$ cat src/rtl/alu_pkg.sv
// alu_pkg: shared command encodings and default datapath width for the ALU.
package alu_pkg;
    localparam int WIDTH_DEF = 8;
    typedef enum logic [2:0] {
        ADD = 3'b000,
        LSL = 3'b001,
        LSR = 3'b010,
        AND = 3'b011,
        OR  = 3'b100,
        XOR = 3'b101,
        SUB = 3'b110,
        CMP = 3'b111
    } alu_cmd_e;
endpackage

$ cat src/rtl/alu_comb.sv
// alu_comb: combinational op decode producing the next result and status flag.
module alu_comb
    import alu_pkg::*;
#(
    parameter int WIDTH = WIDTH_DEF
) (
    input  logic [2:0]       alu_cmd,
    input  logic [WIDTH-1:0] inA,
    input  logic [WIDTH-1:0] inB,
    output logic [WIDTH-1:0] next_rslt,
    output logic             next_flag
);
    logic [WIDTH:0] sum, diff, shl, shr;
    always_comb begin
        sum  = {1'b0, inA} + {1'b0, inB};
        diff = {1'b0, inA} - {1'b0, inB};
        // A guard bit beside the operand catches the last bit shifted out; it stays 0 for zero or oversized shifts.
        shl  = {1'b0, inA} << inB;
        shr  = {inA, 1'b0} >> inB;
        next_rslt = '0;
        next_flag = 1'b0;
        case (alu_cmd_e'(alu_cmd))
            ADD: {next_flag, next_rslt} = sum;
            LSL: {next_flag, next_rslt} = shl;
            LSR: {next_rslt, next_flag} = shr;
            AND: begin
                next_rslt = inA & inB;
                next_flag = next_rslt == '0;
            end
            OR: begin
                next_rslt = inA | inB;
                next_flag = next_rslt == '0;
            end
            XOR: begin
                next_rslt = inA ^ inB;
                next_flag = next_rslt == '0;
            end
            SUB: {next_flag, next_rslt} = diff;
            CMP: begin
                next_rslt = diff[WIDTH-1:0];
                next_flag = inA == inB;
            end
            default: ;
        endcase
    end
endmodule

$ cat src/rtl/alu_unit.sv
// alu_unit: 8-bit datapath ALU with registered result and flag, async active-low reset.
module alu_unit
    import alu_pkg::*;
#(
    parameter int WIDTH = WIDTH_DEF
) (
    input  logic             clk,
    input  logic             rst_n,
    input  logic [2:0]       alu_cmd,
    input  logic [WIDTH-1:0] inA,
    input  logic [WIDTH-1:0] inB,
    output logic [WIDTH-1:0] rslt,
    output logic             flag
);
    logic [WIDTH-1:0] rslt_d, rslt_q;
    logic             flag_d, flag_q;

    alu_comb #(.WIDTH(WIDTH)) u_comb (
        .alu_cmd   (alu_cmd),
        .inA       (inA),
        .inB       (inB),
        .next_rslt (rslt_d),
        .next_flag (flag_d)
    );

    always_ff @(posedge clk or negedge rst_n) begin
        if (!rst_n) begin
            rslt_q <= '0;
            flag_q <= 1'b0;
        end else begin
            rslt_q <= rslt_d;
            flag_q <= flag_d;
        end
    end

    assign rslt = rslt_q;
    assign flag = flag_q;
endmodule

$ cat config.mk
export PLATFORM = sky130hd
export DESIGN_NAME = alu_unit
export DESIGN_NICKNAME = d
export VERILOG_FILES = /design/src/rtl/alu_pkg.sv /design/src/rtl/alu_comb.sv /design/src/rtl/alu_unit.sv
export SDC_FILE = /design/constraint.sdc
export NUM_CORES = 1
export LEC_CHECK = 0
export CORE_ASPECT_RATIO = 0.6
export CORE_MARGIN = 4
export CORE_UTILIZATION = 56
export CTS_CLUSTER_SIZE = 24
export DETAILED_ROUTE_END_ITERATION = 10
export PLACE_DENSITY = 0.88
export SLEW_MARGIN = 40
export SYNTH_ARGS = -nofsm -noshare
export SYNTH_HDL_FRONTEND = slang
export SYNTH_SLANG_ARGS = --single-unit
$ cat constraint.sdc
create_clock -name clk -period 0.8 [get_ports clk]
set_clock_uncertainty 0.2 [all_clocks]
set_input_delay 0.08 -clock clk [delete_from_list [all_inputs] [get_ports clk]]
set_output_delay 0.08 -clock clk [all_outputs]
set_load 0.05 [all_outputs]
==> results of run 1 <==
==> cells by family after synthesis <==
family	Yosys count
simple gates	95
compound gates	92
buf+inv	42
fa+ha+maj	26
mux	16
xor+xnor	9
flops	9
==> stage by stage <==
step                      hold slack, ps  instance area, sq um  std cells
after floorplan                   -415.6                  2399        289
after global placement             210.9                  3364        437
after detailed placement           216.6                  3364        437
==> results.json, run 1 <==
{
  "async_reset_ff_frac": 1.000,
  "ys_seq_area_frac": 0.1017,
  "synth_most_common_cell": "a21oi_1",
  "ys_types": 61,
  "fp.dieW_um": 89.19,
  "stop_error": "[ERROR DPL-0038] Utilization greater than 100%, impossible to legalize",
  "synth_top_area_cell": "ha_1",
  "gp_congestion": 1.168,
  "synth_top_family_by_area": "compound AO/OA/AOI/OAI gates",
  "port_buffers": 29,
  "ys_ff_latch": 9,
  "syn-num-nets": 336,
  "ctsResizeCount": 155,
  "cts_made_buffers": 3,
  "syn_area_per_cell_sq_um": 7.663,
  "place_hpwl_um": 8080,
  "io_pins": 30,
  "synthMuxAreaShare": 0.08531,
  "synthSimpleGateAreaFrac": 0.2525,
  "root_buffer": "clkbuf_8",
  "synthTopCellsByCount": "25 x a21oi_1, 24 x ha_1, 22 x nor2_1",
  "synth_top_area_share": 0.1356,
  "num_rows": 17,
  "cts_buffer_depth": 2,
  "postCtsSetupBuffers": 20,
  "die_height_um": 56.71,
  "syn_inst": 289,
  "start_util": 0.5916,
  "synthAdderAreaFrac": 0.1537,
  "cts_sinks": 9,
  "status": "aborted with a tool error",
  "synth_xor_area_frac": 0.03559,
  "synth_warnings": 0,
  "syn_area_sq_um": 2215,
  "cts_max_level": 1,
  "synth_ff_type": "dfrtp_1",
  "haltStage": "clock tree synthesis",
  "synth_area_leaders": "ha_1 14%, dfrtp_1 10%, a21oi_1 5.6%",
  "synth_edf_count": 0,
  "synth-compound-area-share": 0.2768,
  "dp_slack_ps": -1737
}
==> inputs of run 2 (changes only) <==
--- a/config.mk
+++ b/config.mk
@@ -5,12 +5,10 @@
 export SDC_FILE = /design/constraint.sdc
 export NUM_CORES = 1
 export LEC_CHECK = 0
-export CORE_ASPECT_RATIO = 0.6
 export CORE_MARGIN = 4
-export CORE_UTILIZATION = 56
-export CTS_CLUSTER_SIZE = 24
+export CORE_UTILIZATION = 40
 export DETAILED_ROUTE_END_ITERATION = 10
-export PLACE_DENSITY = 0.88
+export PLACE_DENSITY_LB_ADDON = 0.15
 export SLEW_MARGIN = 40
 export SYNTH_ARGS = -nofsm -noshare
 export SYNTH_HDL_FRONTEND = slang
==> run 2 against run 1 <==
  * The flow now finishes, with violations (negative hold slack, negative setup slack)
  * Synthesized area unchanged
  * Synthesized cell count unchanged
==> results.json, run 2 <==
{
  "vias": 3079,
  "synth_edf_count": 0,
  "cts_max_level": 1,
  "layout-drive-gt1-share": 0.5968,
  "root_buffer": "clkbuf_8",
  "worstSetupPathType": "input pin to flop",
  "tightest_slew_ps": 353.8,
  "total_leakage_power_nw": 1.908,
  "mostFrequentLayoutCells": "111 x buf_4, 21 x buf_6, 18 x buf_12",
  "syn_area_sq_um": 2215,
  "dr.pass1.iters": 5,
  "slew_violations": 0,
  "p_sw_mw": 1.684,
  "regArea_sq_um": 235.2,
  "fp.dieW_um": 82.41,
  "clkSlewWorstSetupHoldPaths_ps": 50,
  "drv_cap": 0,
  "slew_headroom": 0.7574,
  "clockPowerShare": 0.134,
  "die_height_um": 82.41,
  "syn-num-nets": 336,
  "layout_setup_ws_ps": -960.0,
  "synth_xor_area_frac": 0.03559,
  "grt_pass1_wl_um": 14940,
  "worstPathArrival_ps": 1710,
  "synthAdderAreaFrac": 0.1537,
  "crit_path_start_kind": "input pin",
  "drtIter0Drc": 367,
  "p_int_mw": 2.389,
  "synth-compound-area-share": 0.2768,
  "grt_pass1_vias": 2861,
  "async_reset_ff_frac": 1.000,
  "synth_most_common_cell": "a21oi_1",
  "gp_congestion": 0.9653,
  "cts_tree": "yes",
  "antennaDiodeCount": 0,
  "n_fill_cell": 303,
  "syn_to_final_growth_pct": 96.44,
  "io_pins": 30,
  "grt_overflow": 0,
  "final_common_cell": "buf_4",
  "cp-end-kind": "flop",
  "crit_fanout": 2,
  "remaining_drc_errors": 0,
  "post-route-min-period_ps": 1760,
  "num_rows": 26,
  "power.total_mw": 4.073,
  "cellPowerDensity_nw_per_um2": 936.3,
  "ys_ff_latch": 9,
  "hp-class": "input pin to async pin",
  "synth_area_leaders": "ha_1 14%, dfrtp_1 10%, a21oi_1 5.6%",
  "cts_sinks": 9,
  "vias_per_cell": 6.049,
  "dieArea_sq_um": 6791,
  "rsz0062_at_grt": "yes",
  "cts_made_buffers": 3,
  "grt_use_total": 0.2928,
  "synthMuxAreaShare": 0.08531,
  "ys_types": 61,
  "multiInputGateArea_sq_um": 2247,
  "worst_hold_slack_ps": -39.78,
  "final_nets": 487,
  "cts_buffer_depth": 2,
  "syn_area_per_cell_sq_um": 7.663,
  "start_util": 0.4228,
  "fmax_mhz": 568.2,
  "failed_checks": "negative hold slack, negative setup slack",
  "required_ps": 750,
  "ys_seq_area_frac": 0.1017,
  "status": "finished with violations",
  "final.period_utilization": 2.200,
  "seqPwrFrac": 0.143,
  "synth_top_area_cell": "ha_1",
  "synthTopCellsByCount": "25 x a21oi_1, 24 x ha_1, 22 x nor2_1",
  "syn_inst": 289,
  "setup_viol": 18,
  "p_sw_frac": 0.4134,
  "synth_ff_type": "dfrtp_1",
  "crit_path_start": "inA[0]",
  "antenna_found_initial": 0,
  "drtAntennaViolNets": 0,
  "synthSimpleGateAreaFrac": 0.2525,
  "largest_reg_flops": 8,
  "fin_tns_setup_ps": -10150,
  "power_frac_comb": 0.724,
  "place_hpwl_um": 7073,
  "wl_per_cell_um": 20.81,
  "grt_max_degree": 15,
  "core_sq_um": 5238,
  "ir_drop_mv": 0.8688,
  "port_buffers": 29,
  "wirelength_um": 10590,
  "synth_warnings": 0,
  "final_hold_viol_count": 9,
  "synth_top_area_share": 0.1356,
  "synth_top_family_by_area": "compound AO/OA/AOI/OAI gates"
}
==> run 2: area by class of cell <==
cell class                 count  share of cell area
inverter                      21             0.02617
tap                           70             0.02013
multi-input combinational    238              0.5165
timing repair buffer         167              0.3727
clock buffer                   4             0.01035
sequential                     9             0.05407
==> run 2: cells by family (layout without fill, tap and decap cells) <==
kind of cell / count (synthesis) / in the layout
and+or+nand+nor: 95 / 95
buffers and inverters: 42 / 192
AOI/OAI and AO/OA: 92 / 92
muxes: 16 / 16
xor gates and xnor gates: 9 / 9
adders and majority gates: 26 / 26
DFF: 9 / 9
==> run 2: routing by layer <==
metal | share of wire | wire length [um] | global-route usage
met5 | 0 | 0 | 0
met4 | 0.030 | 316 | 0.07143
met3 | 0.084 | 889 | 0.05098
met1 | 0.39 | 4180 | 0.3886
met2 | 0.49 | 5203 | 0.4896
==> run 2: critical path, cell delays in order <==
cell,delay [ps]
buf_8,100
buf_6,120
clkinv_4,40
ha_4,130
inv_2,40
fa_2,370
nand2b_4,100
a211o_1,180
nand2_2,80
nor3_4,170
o311ai_2,90
a32oi_1,190
==> run 2: worst paths after layout <==
path | end | slack [ps] | cells after the start
max | flag | -960 | 12
min | rslt[1] | -40 | 2
max in group asynchronous | rslt[2] | 330 | 2
min in group clk | rslt[1] | 170 | 4
==> run 2: metrics by stage <==
step / worst slack, ps / hold WS [ps] / utilization / area [sq um] / std cells
CTS: -939.6 / -37.47 / 0.7678 / 4021 / 494
detailed placement: -1733 / 212.8 / 0.6603 / 3458 / 467
floorplan: -964.1 / -415.6 / - / 2399 / 289
global placement: -1698 / 209.5 / 0.6603 / 3458 / 467
global route: -992.8 / -28.78 / 0.8306 / 4350 / 509
finish: -960.0 / -39.78 / 0.8306 / 4350 / 509
==> run 2: power groups by stage <==
stage	Clock, mW	Combinational, mW	Sequential [mW]
global route	0.564	3.10	0.587
CTS	0.540	2.63	0.583
detailed placement	0	2.28	0.589
floorplan	0	0.996	0.779
finish	0.545	2.95	0.581
global placement	0	2.25	0.587
==> run 2: repair_timing <==
item,in CTS,in global routing
resized for setup,133,67
buffers inserted,25,17
setup endpoints to repair,18,18
pin swaps,45,38
cloned,1,0
hold endpoints to repair,9,9
Note: power is estimated with default switching activity, not from simulation.
